### src/rtl/npu_requant_pack_if.sv
// Stream interface of npu_requant_pack.
//   in_valid/in_ready/in_data            : accumulator input stream (MAC array -> block)
//   out_valid/out_ready/out_data/out_count: packed INT8 word stream (block -> writeback)
// The block itself connects through the slave modport; the producer/consumer
// side (MAC array + writeback, or a testbench) uses the master modport.
interface npu_requant_pack_if;
  logic        in_valid;
  logic        in_ready;
  logic [31:0] in_data;
  logic        out_valid;
  logic        out_ready;
  logic [31:0] out_data;
  logic [2:0]  out_count;

  modport master (
    output in_valid, in_data, out_ready,
    input  in_ready, out_valid, out_data, out_count
  );

  modport slave (
    input  in_valid, in_data, out_ready,
    output in_ready, out_valid, out_data, out_count
  );
endinterface

### src/rtl/npu_requant_pack.sv
// npu_requant_pack: NPU output stage.
// Takes signed 32-bit dot products, applies bias, unsigned scale, rounding
// right shift (half toward +inf), optional ReLU, zero point and INT8
// saturation, packs four bytes per 32-bit word (byte 0 = oldest) and buffers
// words in a first-word-fall-through FIFO.
// Ports:
//   clk, rst_n         : clock, asynchronous active-low reset
//   bus (slave)        : in_valid/in_ready/in_data, out_valid/out_ready/
//                        out_data/out_count
//   cfg_bias/scale/shift/zero_point/relu : per-layer quasi-static config
//   flush              : pulse, emit a partially packed word
//   busy               : any data in flight, held, pending or buffered
module npu_requant_pack #(
  parameter int unsigned FIFO_DEPTH = 4
) (
  input  logic        clk,
  input  logic        rst_n,
  npu_requant_pack_if.slave bus,
  input  logic [31:0] cfg_bias,
  input  logic [15:0] cfg_scale,
  input  logic [4:0]  cfg_shift,
  input  logic [7:0]  cfg_zero_point,
  input  logic        cfg_relu,
  input  logic        flush,
  output logic        busy
);

  localparam int unsigned AW = (FIFO_DEPTH > 1) ? $clog2(FIFO_DEPTH) : 1;
  localparam int unsigned CW = AW + 1;

  // pipeline stages
  logic               r_s1_v;
  logic [32:0]        r_s1_sum;
  logic               r_s2_v;
  logic signed [49:0] r_s2_prod;
  logic               r_s3_v;
  logic [7:0]         r_s3_q;

  // packer / flush
  logic [1:0]         r_lane;
  logic [23:0]        r_hold;
  logic               r_flush_pend;

  // FIFO
  logic [31:0]        r_mem_data [FIFO_DEPTH];
  logic [2:0]         r_mem_cnt  [FIFO_DEPTH];
  logic [AW-1:0]      r_wr;
  logic [AW-1:0]      r_rd;
  logic [CW-1:0]      r_count;

  logic               w_accept;
  logic               w_pipe_empty;
  logic               w_full_push;
  logic               w_flush_push;
  logic               w_push_pending;
  logic               w_fifo_full;
  logic               w_fifo_empty;
  logic               w_stall;
  logic               w_push;
  logic               w_pop;
  logic [31:0]        w_push_data;
  logic [2:0]         w_push_cnt;

  logic signed [50:0] w_prod_x;
  logic signed [50:0] w_rnd;
  logic signed [50:0] w_shr;
  logic signed [50:0] w_relu;
  logic signed [50:0] w_q;
  logic [7:0]         w_q8;

  // ---------------- control ----------------
  always_comb begin
    w_pipe_empty   = !r_s1_v && !r_s2_v && !r_s3_v;
    w_full_push    = r_s3_v && (r_lane == 2'd3);
    w_flush_push   = r_flush_pend && w_pipe_empty && (r_lane != 2'd0);
    w_push_pending = w_full_push || w_flush_push;
    w_fifo_full    = (r_count == CW'(FIFO_DEPTH));
    w_fifo_empty   = (r_count == '0);
    // stall looks only at registered FIFO occupancy, so a same-cycle pop
    // never frees the slot and in_ready has no path from out_ready
    w_stall        = w_push_pending && w_fifo_full;
    w_push         = w_push_pending && !w_fifo_full;
    w_pop          = !w_fifo_empty && bus.out_ready;
    bus.in_ready   = !w_stall && !r_flush_pend;
    w_accept       = bus.in_valid && bus.in_ready;
    busy           = r_s1_v || r_s2_v || r_s3_v || (r_lane != 2'd0) ||
                     r_flush_pend || !w_fifo_empty;
  end

  // ---------------- S3 arithmetic ----------------
  always_comb begin
    w_prod_x = 51'(r_s2_prod);
    w_rnd    = w_prod_x;
    if (cfg_shift != 5'd0) begin
      w_rnd = w_prod_x + (51'sd1 <<< (cfg_shift - 5'd1));
    end
    w_shr  = w_rnd >>> cfg_shift;
    w_relu = (cfg_relu && w_shr[50]) ? '0 : w_shr;
    w_q    = w_relu + 51'($signed(cfg_zero_point));
    if (w_q > 51'sd127) begin
      w_q8 = 8'h7F;
    end else if (w_q < -51'sd128) begin
      w_q8 = 8'h80;
    end else begin
      w_q8 = w_q[7:0];
    end
  end

  // ---------------- pipeline ----------------
  always_ff @(posedge clk or negedge rst_n) begin
    if (!rst_n) begin
      r_s1_v    <= 1'b0;
      r_s1_sum  <= '0;
      r_s2_v    <= 1'b0;
      r_s2_prod <= '0;
      r_s3_v    <= 1'b0;
      r_s3_q    <= '0;
    end else if (!w_stall) begin
      r_s1_v <= w_accept;
      if (w_accept) begin
        r_s1_sum <= {bus.in_data[31], bus.in_data} + {cfg_bias[31], cfg_bias};
      end
      r_s2_v <= r_s1_v;
      if (r_s1_v) begin
        r_s2_prod <= 50'($signed(r_s1_sum)) * 50'($signed({1'b0, cfg_scale}));
      end
      r_s3_v <= r_s2_v;
      if (r_s2_v) begin
        r_s3_q <= w_q8;
      end
    end
  end

  // ---------------- packer ----------------
  always_comb begin
    if (w_full_push) begin
      w_push_data = {r_s3_q, r_hold};
      w_push_cnt  = 3'd4;
    end else begin
      // stale bytes above the current lane are left over from the previous
      // word, so mask them out of a partial word
      case (r_lane)
        2'd1:    w_push_data = {24'h0, r_hold[7:0]};
        2'd2:    w_push_data = {16'h0, r_hold[15:0]};
        default: w_push_data = {8'h0, r_hold};
      endcase
      w_push_cnt = {1'b0, r_lane};
    end
  end

  always_ff @(posedge clk or negedge rst_n) begin
    if (!rst_n) begin
      r_lane       <= '0;
      r_hold       <= '0;
      r_flush_pend <= 1'b0;
    end else begin
      if (!w_stall) begin
        if (r_s3_v) begin
          if (r_lane == 2'd3) begin
            r_lane <= '0;
          end else begin
            case (r_lane)
              2'd0:    r_hold[7:0]   <= r_s3_q;
              2'd1:    r_hold[15:8]  <= r_s3_q;
              default: r_hold[23:16] <= r_s3_q;
            endcase
            r_lane <= r_lane + 2'd1;
          end
        end else if (w_flush_push) begin
          r_lane <= '0;
        end
      end
      // with the pipeline empty the only possible stall is a blocked flush
      // push, so !w_stall means the flush either pushed or had nothing to do
      if (r_flush_pend) begin
        if (w_pipe_empty && !w_stall) begin
          r_flush_pend <= 1'b0;
        end
      end else if (flush) begin
        r_flush_pend <= 1'b1;
      end
    end
  end

  // ---------------- FIFO ----------------
  always_ff @(posedge clk) begin
    if (w_push) begin
      r_mem_data[r_wr] <= w_push_data;
      r_mem_cnt[r_wr]  <= w_push_cnt;
    end
  end

  always_ff @(posedge clk or negedge rst_n) begin
    if (!rst_n) begin
      r_wr    <= '0;
      r_rd    <= '0;
      r_count <= '0;
    end else begin
      if (w_push) begin
        r_wr <= r_wr + AW'(1);
      end
      if (w_pop) begin
        r_rd <= r_rd + AW'(1);
      end
      case ({w_push, w_pop})
        2'b10:   r_count <= r_count + CW'(1);
        2'b01:   r_count <= r_count - CW'(1);
        default: r_count <= r_count;
      endcase
    end
  end

  always_comb begin
    bus.out_valid = !w_fifo_empty;
    bus.out_data  = w_fifo_empty ? '0 : r_mem_data[r_rd];
    bus.out_count = w_fifo_empty ? '0 : r_mem_cnt[r_rd];
  end

endmodule

### src/flat_wrapper.sv
// flat-port wrapper written by rule: the top's interface ports become plain ports
module npu_requant_pack_flat 
#(
  parameter int unsigned FIFO_DEPTH = 4
)
  (clk, rst_n, cfg_bias, cfg_scale, cfg_shift, cfg_zero_point, cfg_relu, flush, busy, bus_in_valid, bus_in_data, bus_out_ready, bus_in_ready, bus_out_valid, bus_out_data, bus_out_count);
  npu_requant_pack_if bus_i ();
  input  logic clk;
  input  logic rst_n;
  input  logic [31:0] cfg_bias;
  input  logic [15:0] cfg_scale;
  input  logic [4:0] cfg_shift;
  input  logic [7:0] cfg_zero_point;
  input  logic cfg_relu;
  input  logic flush;
  output logic busy;
  input wire logic [$bits(bus_i.in_valid)-1:0] bus_in_valid;
  input wire logic [$bits(bus_i.in_data)-1:0] bus_in_data;
  input wire logic [$bits(bus_i.out_ready)-1:0] bus_out_ready;
  output wire logic [$bits(bus_i.in_ready)-1:0] bus_in_ready;
  output wire logic [$bits(bus_i.out_valid)-1:0] bus_out_valid;
  output wire logic [$bits(bus_i.out_data)-1:0] bus_out_data;
  output wire logic [$bits(bus_i.out_count)-1:0] bus_out_count;
  assign bus_i.in_valid = bus_in_valid;
  assign bus_i.in_data = bus_in_data;
  assign bus_i.out_ready = bus_out_ready;
  assign bus_in_ready = bus_i.in_ready;
  assign bus_out_valid = bus_i.out_valid;
  assign bus_out_data = bus_i.out_data;
  assign bus_out_count = bus_i.out_count;
  npu_requant_pack #(.FIFO_DEPTH(FIFO_DEPTH)) u_core (.clk(clk), .rst_n(rst_n), .bus(bus_i), .cfg_bias(cfg_bias), .cfg_scale(cfg_scale), .cfg_shift(cfg_shift), .cfg_zero_point(cfg_zero_point), .cfg_relu(cfg_relu), .flush(flush), .busy(busy));
endmodule
### config.mk
export PLATFORM = sky130hd
export DESIGN_NAME = npu_requant_pack_flat
export DESIGN_NICKNAME = d
export VERILOG_FILES = /design/src/rtl/npu_requant_pack_if.sv /design/src/rtl/npu_requant_pack.sv /design/src/flat_wrapper.sv
export SDC_FILE = /design/constraint.sdc
export NUM_CORES = 2
export LEC_CHECK = 0
export CORE_MARGIN = 2
export CORE_UTILIZATION = 46
export DETAILED_ROUTE_END_ITERATION = 16
export GPL_TIMING_DRIVEN = 0
export HOLD_SLACK_MARGIN = 0.15
export PLACE_DENSITY = 0.69
export SETUP_SLACK_MARGIN = 0.2
export SKIP_LAST_GASP = 1
export SLEW_MARGIN = 5
export SYNTH_ARGS = -nofsm -noshare
export SYNTH_HDL_FRONTEND = slang
export SYNTH_SLANG_ARGS = --single-unit
### constraint.sdc
create_clock -name clk -period 10 [get_ports clk]
set_input_delay 1.5 -clock clk [delete_from_list [all_inputs] [get_ports clk]]
set_output_delay 1.5 -clock clk [all_outputs]
set_load 0.02 [all_outputs]
==> results.sh <==
export IMPL_clk_path_buf_depth=3
export IMPL_die_area_um2=90350
export IMPL_hp_class="register to register"
export IMPL_rr_worst_depth=29
export IMPL_synthMuxAreaShare_pct=6.141
export IMPL_slowest_stage="a211oi_1"
export IMPL_vias=33865
export IMPL_ff_latch_area_um2=7407
export IMPL_cts_buffers=29
export IMPL_synth_fa_ha_area_share_pct=32.57
export IMPL_final_nets=5544
export IMPL_drt_pass1_iter_count=5
export IMPL_pin_count=137
export IMPL_tightest_slew_ns=1.287
export IMPL_yosysSeqAreaShare_pct=18.31
export IMPL_netlist_area_um2=40460
export IMPL_core_area_um2=87020
export IMPL_rsz0062_at_grt="true"
export IMPL_ys_warn_count=0
export IMPL_n_antenna_cell=0
export IMPL_drc=0
export IMPL_cts_tree="built"
export IMPL_cp_max_fo=10
export IMPL_hold_violations=0
export IMPL_worstSetupPathType="input port to register"
export IMPL_status="complete, no violations"
export IMPL_hold_depth=1
export IMPL_die_w_um=300.6
export IMPL_hpwl_mm=101.7
export IMPL_cts_root_buffer="clkbuf_16"
export IMPL_reg2reg_to="u_core.r_s3_q[0]"
export IMPL_fmax_ghz=0.1047
export IMPL_start_util_pct=46.50
export IMPL_synth_xor_area_share_pct=3.117
export IMPL_r2r_slack_ns=2.03
export IMPL_area_growth_synth_to_final_pct=11.11
export IMPL_fin_area_um2=44960
export IMPL_rows=108
export IMPL_avgSynthCellArea_um2=8.968
export IMPL_cts_htree_levels=1
export IMPL_layout_drive_gt1_share_pct=7.502
export IMPL_critical_path_most_common_cell="mux2i_1"
export IMPL_yosysUniqueCellTypes=109
export IMPL_port_buffers=133
export IMPL_numClockSinks=268
export IMPL_drt_total_wl_mm=123.5
export IMPL_setup_viol=0
export IMPL_multi_input_comb_area_um2=30330
export IMPL_clk_pin_slew_worst_paths_ns=0.07
export IMPL_slew_violations=0
export IMPL_synth_edf_count=140
export IMPL_grtUsageTotal_pct=27.60
export IMPL_critPathArrivalTime_ns=9.97
export IMPL_synth_top_family_by_area="adder cells"
export IMPL_vias_per_cell=5.765
export IMPL_die_y_um=300.6
export IMPL_worstHoldStart="u_core.r_count[2]"
export IMPL_end_kind="register"
export IMPL_synthFlopType="edfxtp_1"
export IMPL_synthSimpleGateAreaFrac_pct=17.12
export IMPL_maxCapViolCount=0
export IMPL_drt_iter0_drc=2348
export IMPL_required_ns=10.42
export IMPL_syn_inst=4512
export IMPL_antenna_found_initial=0
export IMPL_period_share_pct=95.49
export IMPL_slowest_delay_ns=0.48
export IMPL_fin_skew_ns=0.04555
export IMPL_ant_nets=0
export IMPL_fillers=8214
export IMPL_slew_headroom_pct=13.52
export IMPL_place_area_um2=43380
export IMPL_clock_latency_ns=0.61
export IMPL_synth_compound_area_share_pct=14.80
export IMPL_synthArstFlopShare_pct=47.76
export IMPL_r2r_start="u_core.r_s2_prod[0]"
export IMPL_crit_path_start_kind="input port"
export IMPL_gp_congestion=0.9891
export IMPL_finalCriticalPeriod_ns=9.549
export IMPL_synth_seq_cells=268
export IMPL_synth_nets=5360
export IMPL_min_to="u_core.r_count[2]"
export IMPL_grt_pass1_wl_mm=196.7
export IMPL_grt_overflow=0
export IMPL_grt_max_degree=86
export IMPL_routedWlPerCell_um=21.02
export IMPL_first_global_vias=34766
flip-flops by register name, summed over array words and instances, names as in the netlist:
signal               cells
u_core.r_mem_data      128
u_core.r_s2_prod        50
u_core.r_s1_sum         33
u_core.r_hold           24
u_core.r_mem_cnt        12
u_core.r_s3_q            8
u_core.r_count           3
u_core.r_lane            2
u_core.r_rd              2
u_core.r_wr              2
u_core.r_flush_pend      1
u_core.r_s1_v            1
u_core.r_s2_v            1
u_core.r_s3_v            1
Yosys cell counts, types with 10 or more instances:
cell | instances | share of area, %
nor2_1 | 184 | 1.7
and3_1 | 35 | 0.54
dfrtp_1 | 128 | 7.9
fa_1 | 507 | 25
o221ai_1 | 10 | 0.22
xor2_1 | 57 | 1.2
clkbuf_1 | 171 | 1.6
mux2_2 | 48 | 1.3
o21ai_0 | 206 | 2.5
a31oi_1 | 30 | 0.46
nand4_1 | 41 | 0.63
o31ai_1 | 19 | 0.35
xnor2_1 | 87 | 1.9
a211o_1 | 11 | 0.24
o21bai_1 | 24 | 0.45
ha_1 | 242 | 7.5
mux2i_1 | 84 | 2.1
buf_2 | 23 | 0.28
o22ai_1 | 14 | 0.22
and2_1 | 259 | 4.0
or2_2 | 10 | 0.15
o211a_1 | 14 | 0.35
a211oi_1 | 44 | 0.82
o211ai_1 | 26 | 0.48
or3_1 | 18 | 0.28
mux4_2 | 49 | 2.7
nor4_1 | 12 | 0.19
nand2b_1 | 35 | 0.54
o21a_1 | 48 | 0.89
nand2_1 | 601 | 5.6
buf_1 | 25 | 0.23
o21ai_1 | 18 | 0.22
inv_1 | 620 | 5.8
nor3b_1 | 11 | 0.20
a21oi_1 | 215 | 2.7
nand3_1 | 66 | 0.82
a21o_1 | 74 | 1.4
nor3_1 | 73 | 0.90
nor2b_1 | 37 | 0.57
edfxtp_1 | 140 | 10
per-layer routing:
layer	share of wire, %	track usage [%]	vias to the layer above
met3	6.6	3.413	245
met2	48	47.61	1335
met1	41	35.76	16716
li1	-	-	15569
met5	0	0	-
met4	4.2	9.832	0
worst max-delay path by stage:
stage | startpoint | end | slack [ns] | cells past startpoint
2_1_floorplan | cfg_shift[1] | u_core.r_s3_q[0] | 1.46 | 33
3_3_place_gp | cfg_shift[2] | u_core.r_s3_q[3] | -2.28 | 32
3_5_place_dp | cfg_shift[2] | u_core.r_s3_q[3] | -2.25 | 31
4_1_cts | cfg_shift[2] | u_core.r_s3_q[0] | 0.21 | 33
5_1_grt | cfg_shift[4] | u_core.r_s3_q[2] | 0.17 | 34
6_report | cfg_shift[1] | u_core.r_s3_q[0] | 0.45 | 32
cell usage in the layout, fill, tap and decap left out, types with 31 or more instances in the layout:
cell type and n:
inv_1 619, nand2_1 598, xor2_1 54, clkdlybuf4s50_1 129
xnor2_1 83, dfrtp_1 128, o21a_1 48, mux4_2 49
mux2_2 48, edfxtp_1 140, nor2b_1 35, a21oi_1 211
clkbuf_1 156, mux2i_1 79, nand3_1 64, o21ai_0 201
nor2_1 180, and3_1 35, a211oi_1 31, nand2b_1 34
nand4_1 41, and2_1 256, fa_1 507, ha_1 241
nor3_1 70, a21o_1 74
through the flow:
stage	setup TNS (ns)	setup slack [ns]	hold slack [ns]	utilization, %	std cells
after global placement	-17.76	-2.278	0.4576	49.69	5800
after detailed placement	-17.57	-2.249	0.4790	49.84	5806
after CTS	0	0.2071	0.4920	51.34	5869
after global routing	0	0.1727	0.5067	51.66	5874
final	0	0.4509	0.4920	51.66	5874
after floorplan	0	1.464	0.4422	-	4512
repair_timing:
item,in CTS,in global routing
resized for setup,79,87
setup endpoints to repair,8,8
hold buffers,0,0
setup buffers,9,5
pin swaps,13,20
worst max-delay path: cells and delay by family:
family                   cells  cell delay [ns]
buffers and inverters        5             1.21
XOR/XNOR                     1             0.17
AND/OR/NAND/NOR             10             2.75
AO/OA/AOI/OAI               11             2.90
multiplexers                 3             0.75
adder cells (fa/ha/maj)      2             0.64
logic make-up after synthesis:
group                    Yosys count
AND/OR/NAND/NOR                 1426
AO/OA/AOI/OAI                    899
buffers and inverters            845
adder cells (fa/ha/maj)          749
flip-flops                       268
multiplexers                     181
XOR/XNOR                         144
cell type report:
cell class / count / share of cell area, %
timing repair buffer: 153 / 3.470
multi-input combinational: 3399 / 67.45
clock buffer: 36 / 1.717
buffer: 224 / 2.143
sequential: 268 / 16.48
tap: 1155 / 3.214
inverter: 621 / 5.199
clock inverter: 18 / 0.3312
Power is left out: the tool's default activity adds up to more than one toggle a clock period on the data nets, which glitch-free logic cannot reach.
